`config.mk`:
```
export PLATFORM = sky130hd
export DESIGN_NAME = sram_arbiter
export DESIGN_NICKNAME = d
export VERILOG_FILES = /design/src/rtl/sram_arbiter.sv
export SDC_FILE = /design/constraint.sdc
export NUM_CORES = 1
export LEC_CHECK = 0
export ABC_AREA = 1
export CORE_UTILIZATION = 31
export CTS_BUF_LIST = sky130_fd_sc_hd__clkbuf_8
export CTS_CLUSTER_SIZE = 16
export DETAILED_ROUTE_END_ITERATION = 10
export PLACE_DENSITY = 0.71
export SLEW_MARGIN = 10
export SYNTH_ARGS = -nofsm -noshare
export SYNTH_HDL_FRONTEND = slang
export SYNTH_SLANG_ARGS = --single-unit
```
`constraint.sdc`:
```
create_clock -name clk -period 1.8 [get_ports clk]
set_input_delay 0.36 -clock clk [delete_from_list [all_inputs] [get_ports clk]]
set_output_delay 0.36 -clock clk [all_outputs]
set_load 0.01 [all_outputs]
```
`src/rtl/sram_arbiter.sv`:
```
// Two-master (fetch/load-store) arbiter onto a single SRAM-like slave port.
// One outstanding transaction; data side has priority with bounded starvation of fetch.
module sram_arbiter #(
  parameter int unsigned STARVE_MAX = 4
) (
  input  logic        clk,
  input  logic        resetn,
  input  logic        inst_req,
  input  logic [1:0]  inst_size,
  input  logic [31:0] inst_addr,
  output logic        inst_addr_ok,
  output logic        inst_data_ok,
  input  logic        data_req,
  input  logic        data_wr,
  input  logic [1:0]  data_size,
  input  logic [3:0]  data_wstrb,
  input  logic [31:0] data_addr,
  input  logic [31:0] data_wdata,
  output logic        data_addr_ok,
  output logic        data_data_ok,
  output logic [31:0] rdata,
  output logic        m_req,
  output logic        m_wr,
  output logic [1:0]  m_size,
  output logic [3:0]  m_wstrb,
  output logic [31:0] m_addr,
  output logic [31:0] m_wdata,
  input  logic        m_addr_ok,
  input  logic        m_data_ok,
  input  logic [31:0] m_rdata
);

  localparam int unsigned SW = $clog2(STARVE_MAX + 2);

  typedef enum logic [1:0] {IDLE, ADDR, DATA} state_t;

  state_t        state_q, state_d;
  logic          owner_data_q, owner_data_d;
  logic [SW-1:0] starve_q, starve_d;
  logic          ready_q;
  logic          m_wr_q, m_wr_d;
  logic [1:0]    m_size_q, m_size_d;
  logic [3:0]    m_wstrb_q, m_wstrb_d;
  logic [31:0]   m_addr_q, m_addr_d;
  logic [31:0]   m_wdata_q, m_wdata_d;
  logic          starved;

  assign starved = inst_req && (starve_q == SW'(STARVE_MAX));

  always_comb begin
    state_d      = state_q;
    owner_data_d = owner_data_q;
    starve_d     = starve_q;
    m_wr_d       = m_wr_q;
    m_size_d     = m_size_q;
    m_wstrb_d    = m_wstrb_q;
    m_addr_d     = m_addr_q;
    m_wdata_d    = m_wdata_q;
    inst_addr_ok = 1'b0;
    data_addr_ok = 1'b0;
    inst_data_ok = 1'b0;
    data_data_ok = 1'b0;
    case (state_q)
      IDLE: begin
        // ready_q keeps the first cycle out of reset free of grants
        if (resetn && ready_q) begin
          if (inst_req && (!data_req || starved)) begin
            inst_addr_ok = 1'b1;
            owner_data_d = 1'b0;
            starve_d     = '0;
            m_wr_d       = 1'b0;
            m_size_d     = inst_size;
            m_wstrb_d    = '0;
            m_addr_d     = inst_addr;
            m_wdata_d    = '0;
            state_d      = ADDR;
          end else if (data_req) begin
            data_addr_ok = 1'b1;
            owner_data_d = 1'b1;
            if (!inst_req)
              starve_d = '0;
            else if (!starved)
              starve_d = starve_q + SW'(1);
            m_wr_d    = data_wr;
            m_size_d  = data_size;
            m_wstrb_d = data_wstrb;
            m_addr_d  = data_addr;
            m_wdata_d = data_wdata;
            state_d   = ADDR;
          end
        end
      end
      ADDR: begin
        if (m_addr_ok)
          state_d = DATA;
      end
      DATA: begin
        if (m_data_ok) begin
          if (resetn) begin
            inst_data_ok = !owner_data_q;
            data_data_ok = owner_data_q;
          end
          state_d = IDLE;
        end
      end
      default: state_d = IDLE;
    endcase
  end

  always_ff @(posedge clk) begin
    if (!resetn) begin
      state_q      <= IDLE;
      owner_data_q <= 1'b0;
      starve_q     <= '0;
      ready_q      <= 1'b0;
      m_wr_q       <= 1'b0;
      m_size_q     <= '0;
      m_wstrb_q    <= '0;
      m_addr_q     <= '0;
      m_wdata_q    <= '0;
    end else begin
      state_q      <= state_d;
      owner_data_q <= owner_data_d;
      starve_q     <= starve_d;
      ready_q      <= 1'b1;
      m_wr_q       <= m_wr_d;
      m_size_q     <= m_size_d;
      m_wstrb_q    <= m_wstrb_d;
      m_addr_q     <= m_addr_d;
      m_wdata_q    <= m_wdata_d;
    end
  end

  assign m_req   = (state_q == ADDR);
  assign m_wr    = m_wr_q;
  assign m_size  = m_size_q;
  assign m_wstrb = m_wstrb_q;
  assign m_addr  = m_addr_q;
  assign m_wdata = m_wdata_q;
  assign rdata   = m_rdata;

endmodule

```
==> results.md, run 1 <==
* Status: finished clean
* Top delay family on crit path: buffers and inverters
* CTS tree: done
* Total power draw at around 4.1 mW
* Die width at 113 um
* Vias/cell at 4.00
* EDFF count, synth at 0
* Post-synthesis sequential area ratio at roughly two fifths
* Placed cell area at 0.00567 sq mm
* Design area at 0.00591 sq mm
* I/O Pins at 251
* Final Max Slew Viols at 0
* P&R area growth vs syn at 53.4%
* Core Area at about 0.012 sq mm
* Cell variety after synth at 18
* First-pass iteration count of the detailed router at 4
* Endpoint class of the critical path: output pin
* Cts bufs inserted at 9
* Worst path arrival time at roughly 1.3 ns
* Pleak at 2.64 nW
* First-pass GRT wire length at about 16000 um
* Share of cells above drive strength 1 at 6.52%
* H-tree depth at 3
* Max Clk Rate at 597 MHz
* Worst r2r path cells at 8
* Largest family of logic cells by synthesized area: simple AND/OR/NAND/NOR gates
* Clk_lat worst skew at 0.35 ns
* Post-synth top area share at 40.5%
* Top post-synthesis cells by area: dfxtp_1, nand2_1, nor2_1, buf_4, inv_1
* Worst hold path type: in2reg
* Number of DRC markers in iteration 0 at 156
* Clock skew at 0.0109 ns
* Nets at 907
* Drt total wl at ~9600 um
* # rows at 40
* Compound-Gate Fraction of Synth Area at 5.69%
* CP Class: reg2out
* Worst hold endpoint: state_q[1]$_SDFFE_PN0P_
* Hold Path Depth at 3
* PortBufs at 186
* Worst path cell trace: buf_4, nand3_2, nor3b_2, clkdlybuf4s15_2
* Die ar. at 0.0129 sq mm
* R2r setup slk at approximately 0.21 ns
* CTS Buffer Depth at 2
* Reg2reg end: m_wdata[1]$_SDFFE_PN0P_
* Root buf cell: clkbuf_8
* Yosys Warn Count at 0
* Number of diodes at 0
* GR Util All Layers at 15.5%
* Post-DP HPWL at 6780 um
* Crit-path max cell delay at 0.34 ns
* GP Congestion at 0.698
* Drt wl/cell at 10.3 um
* Synth Area in Adders at 0.650%
* Crit start category: flip-flop
* Fillers at 1223
* Synth cell count leaders: nand2_1, nor2_1, dfxtp_1
* Final setup violation count at 0
* Crit path required time at 1.44 ns
* VDD IR max at 331 uV
* Synth area leader: dfxtp_1
* Most common cell in the netlist: nand2_1
* Gate Count Post-Synth at 609
* P per Cell Area at 701 mW/mm^2
* Largest net degree at the start of global routing at 69
* Slew @ Worst Pin at ~0.47 ns
* Relative slew slack at between 60% and 70%
* Antenna-violating nets left at 0
* Simple-gate share of the synthesized area at 34.5%
* Yosys reg bits at 78
* DR DRC count at 0
* R2r startpoint: starve_q[0]$_SDFFE_PN0P_
* Syn Std Cell Area at ~0.0039 sq mm
* Final period util at between 90% and 100%
* Syn avg cell area at 6.32 sq um
* Max-cap violations at 0
* Unrepaired setup endpoints after global routing: false
* Final hold vios at 0
* Worst-path clk slew at 0.08 ns
* Slowest CP cell: dfxtp_1
* Starting Density at approximately a third
* Mux cell area share after synthesis at 0%
* Crit Path Max Fanout at 3
* Via Count at 3740
* Crit path buffers/inverters at 2
* Grt ovf at 0
* Post-Syn Nets at about 750
* Dominant synthesized flop cell: dfxtp_1
* Hold Crit Start: resetn
* Vias in the first global route at 3344
* FFs w/ async S/R, synth at 0%
* Initial antenna violation count at 1
* Chip height at 113 um
* CTS Sinks at ~80
* Xor and xnor area share after synthesis at 0%
* Post-layout min period at roughly 1.7 ns
## worst max path at each step
stage | start | endpoint | depth (start not counted)
2_1_floorplan | starve_q[0]$_SDFFE_PN0P_ | inst_addr_ok | 8
3_3_place_gp | inst_req | data_addr_ok | 5
3_5_place_dp | data_req | inst_addr_ok | 5
4_1_cts | state_q[1]$_SDFFE_PN0P_ | inst_data_ok | 4
5_1_grt | starve_q[1]$_SDFFE_PN0P_ | inst_addr_ok | 7
6_report | state_q[1]$_SDFFE_PN0P_ | inst_data_ok | 4
## stage by stage
step                setup TNS [ns]  setup slack [ns]  instances  hold WS, ns  utilization (%)
CTS                              0            0.0138        935        0.374             48.8
floorplan                        0             0.244        609        0.388                -
detailed placement          -10.67            -0.257        919        0.454             47.0
finish                           0             0.126        935        0.369             49.0
global route                     0            0.0102        935        0.369             49.0
global placement             -9.96            -0.234        919        0.450             47.0
## logic make-up (layout without fill, tap and decap cells)
group	Yosys count	after routing
simple gates	346	346
buf+inv	140	298
flops	78	78
compound gates	43	43
fa+ha+maj	2	2
## final cells by class
| class | count | area, sq um | area share (%) |
|---|---|---|---|
| Clock buffer | 9 | 124 | 2.10 |
| Clock inverter | 7 | 97.6 | 1.65 |
| Inverter | 78 | 293 | 4.96 |
| Multi-Input combinational cell | 391 | 1590 | 26.9 |
| Sequential cell | 78 | 1560 | 26.5 |
| Tap cell | 168 | 210 | 3.56 |
| Timing Repair Buffer | 204 | 2030 | 34.4 |
## flip-flops by register name, summed over array words and instances, names as in the netlist, 2 cells and up
register / flops
starve_q: 3
state_q: 2
m_wstrb: 4
m_wdata: 32
m_size: 2
m_addr: 32
## power by group
part / switching, mW / internal, mW / total [mW]
registers: 0.0413 / 1.81 / 1.85
clock network: 0.673 / 0.785 / 1.46
logic: 0.352 / 0.479 / 0.830
total: 1.07 / 3.07 / 4.14
## placed cells by master, fill, tap and decap left out, types with 3 or more instances in the layout
master / Yosys / final
a21oi_1: 42 / 42
buf_12: 0 / 3
buf_4: 43 / 15
clkbuf_8: 0 / 9
clkdlybuf4s50_1: 0 / 180
dfxtp_1: 78 / 77
inv_1: 76 / 76
nand2_1: 227 / 226
nand2_2: 3 / 4
nor2_1: 110 / 109
## per-layer routing
layer	up-vias	GRT usage [%]	routed length [um]	share of wire [%]
met3	14	6.96	945	9.8
met1	1544	17.7	4180	43
li1	2057	-	-	-
met5	-	0	13	0.13
met4	2	5.00	123	1.3
met2	123	25.9	4380	45
## worst reg2reg max path: cells and delay by family, from the launching register on
family                   cells  cell delay [ns]
buffers and inverters        2             0.43
AND/OR/NAND/NOR              4             0.42
flip-flops                   1             0.34
adder cells (fa/ha/maj)      1             0.19
AO/OA/AOI/OAI                1             0.14
## repair_timing
item                       in CTS  in global routing
pin swaps                       0                  0
hold buffers                    0                  0
setup endpoints to repair       5                 38
buffers inserted                0                  0
resized for setup              14                  7
(Power assumes the default switching activity.)
==> inputs of run 2 (changes only) <==
- DONT_BUFFER_PORTS: default -> 1
- PLACE_DENSITY: 0.71 -> default
- clock period: 1.8 -> 1.71 ns (I/O delays scaled with it)
==> run 2 against run 1 <==
Compared with the run above: design area is 29% lower; non-clock buffer count is 186 lower; worst hold slack worse by 0.29 ns; global-route usage is 0.80 points lower; flip-flop and latch count stayed put; setup slack worse by 0.080 ns; clock power is 5% lower; via count is 13% lower; count of clock-buffer cells in the layout is 1 higher; final cell count is 20% lower; die area stayed put; first-iteration DRC count is 29% lower; critical endpoint is now data_addr_ok.
==> results.md, run 2 (same netlist as run 1, synthesis figures left out) <==
* Max Clk Rate at 601 MHz
* Post-layout min period at roughly 1.7 ns
* CP Class: reg2out
* Vias/cell at about 4.3
* Final hold vios at 0
* Initial antenna violation count at 0
* Nets at 721
* Worst hold path type: in2reg
* Final period util at slightly below 100%
* Setup WS post-layout at 0.0465 ns
* Starting Density at a little under a third
* DR DRC count at 0
* Net Sw Frac at 27.1%
* P&R area growth vs syn at 8.58%
* GP Congestion at 0.750
* CTS tree: done
* Relative slew slack at 78.8%
* Fin cells at approximately 750
* Sequential power share at 52.6%
* Logic pwr share at 11.3%
* GR Util All Layers at 14.7%
* Slew @ Worst Pin at between 0.3 and 0.4 ns
* DP Worst Slack at 0.244 ns
* Reg2reg end: m_wdata[3]$_SDFFE_PN0P_
* CTS Buffer Depth at 2
* Clock skew at slightly below 0.009 ns
* Post-Route Setup TNS at 0 ns
* Number of DRC markers in iteration 0 at 111
* Dpl cells at 725
* Die width at 113 um
* Via Count at 3255
* P_int at between 2 and 3 mW
* Most common cell after layout, fill and taps aside: nand2_1
* Crit Path Max Fanout at 5
* H-tree depth at 3
* Status: finished clean
* Worst-path clk slew at 0.08 ns
* VDD IR max at approximately 350 uV
* Antenna-violating nets left at 0
* Number of diodes at 0
* Final Max Slew Viols at 0
* Vias in the first global route at just under 3000
* PortBufs at 0
* R2r setup slk at approximately 0.090 ns
* Hold WS at 0.0779 ns
* Core Area at approximately 0.012 sq mm
* CTS Sinks at 78
* Hold Path Depth at 1
* Worst hold endpoint: state_q[1]$_SDFFE_PN0P_
* Drt total wl at 9450 um
* Drt wl/cell at 12.6 um
* Crit start category: flip-flop
* Post-DP HPWL at 6200 um
* I/O Pins at between 200 and 300
* Unrepaired setup endpoints after global routing: true
* First-pass GRT wire length at 14400 um
* Largest net degree at the start of global routing at 44
* Max-cap violations at 0
* Worst r2r path cells at 10
* # rows at 40
* Die ar. at ~0.013 sq mm
* Most frequent cells in the layout: nand2_1, nor2_1, inv_1, dfxtp_1, a21oi_1
* P per Cell Area at a little over 900 mW/mm^2
* Crit path required time at 1.37 ns
* Chip height at between 100 and 150 um
* First-pass iteration count of the detailed router at 4
* Grt ovf at 0
* Clock power frac at a little over a third
* Final setup violation count at 0
* R2r startpoint: starve_q[0]$_SDFFE_PN0P_
* Clk_lat worst skew at 0.37 ns
* Post-layout util at 34.7%
* Share of cells above drive strength 1 at 8.78%
* Root buf cell: clkbuf_8
* Worst path arrival time at 1.32 ns
* Hold Crit Start: m_data_ok
* Cts bufs inserted at 9
* Pleak at 2.00 nW
* Sw power at 1.04 mW
* Endpoint class of the critical path: output pin
## run 2: how the worst max path moves through the flow
stage | to | startpoint | cells after the start
finish | data_addr_ok | starve_q[0]$_SDFFE_PN0P_ | 6
global route | data_addr_ok | starve_q[1]$_SDFFE_PN0P_ | 6
CTS | data_addr_ok | state_q[1]$_SDFFE_PN0P_ | 4
detailed placement | data_addr_ok | starve_q[0]$_SDFFE_PN0P_ | 6
global placement | data_addr_ok | starve_q[0]$_SDFFE_PN0P_ | 6
floorplan | inst_addr_ok | starve_q[0]$_SDFFE_PN0P_ | 8
## run 2: layout make-up
type | instances | area, sq um
clock buffer | 10 | 138
clock inverter | 6 | 55.1
fill | 1304 | 7880
inverter | 78 | 293
multi-input combinational | 391 | 1630
sequential | 78 | 1570
tap | 168 | 210
timing repair buffer | 18 | 288
## run 2: power by group through the flow
stage               clock (mW)  combinational [mW]  sequential [mW]
finish                    1.38               0.433             2.01
global route              1.54               0.496             2.02
global placement             0               0.383             2.05
floorplan                    0               0.411             2.03
detailed placement           0               0.394             2.05
CTS                       1.45               0.434             2.01
## run 2: critical path, stage by stage, from the launching register on
cell,delay (ns)
dfxtp_2,0.34
inv_2,0.05
ha_4,0.16
nand3_2,0.08
nand2_2,0.07
nor2_4,0.13
buf_12,0.14
## run 2: repair_timing
| item | 4_1_cts | 5_1_grt |
|---|---|---|
| hold buffers | 1 | 0 |
| gates cloned | 3 | 0 |
| buffers inserted | 4 | 0 |
| hold endpoints to repair | 1 | 0 |
| setup endpoints to repair | 2 | 26 |
| gates resized for setup | 9 | 9 |
| pin swaps | 3 | 6 |
## run 2: through the flow
stage | total power, mW | cell area, sq um
final | 3.82 | 4180
after global routing | 4.06 | 4180
after CTS | 3.90 | 4150
after detailed placement | 2.45 | 3790
after global placement | 2.43 | 3790
after floorplan | 2.44 | 3850
## run 2: metal layers
| metal | track usage (%) | vias up | share of wire, % |
|---|---|---|---|
| met5 | 0 | - | 0 |
| met4 | 8.42 | 0 | 2.6 |
| met3 | 6.16 | 21 | 9.2 |
| met2 | 25.4 | 152 | 47 |
| met1 | 15.1 | 1401 | 42 |
| li1 | - | 1681 | - |
==> inputs of run 3 (changes only) <==
- ABC_CLOCK_PERIOD_IN_PS: default -> 1710
- SLEW_MARGIN: 10 -> 20
==> results of run 3 <==
Same layout as run 2: the final DEF is identical, and so are final timing and power.
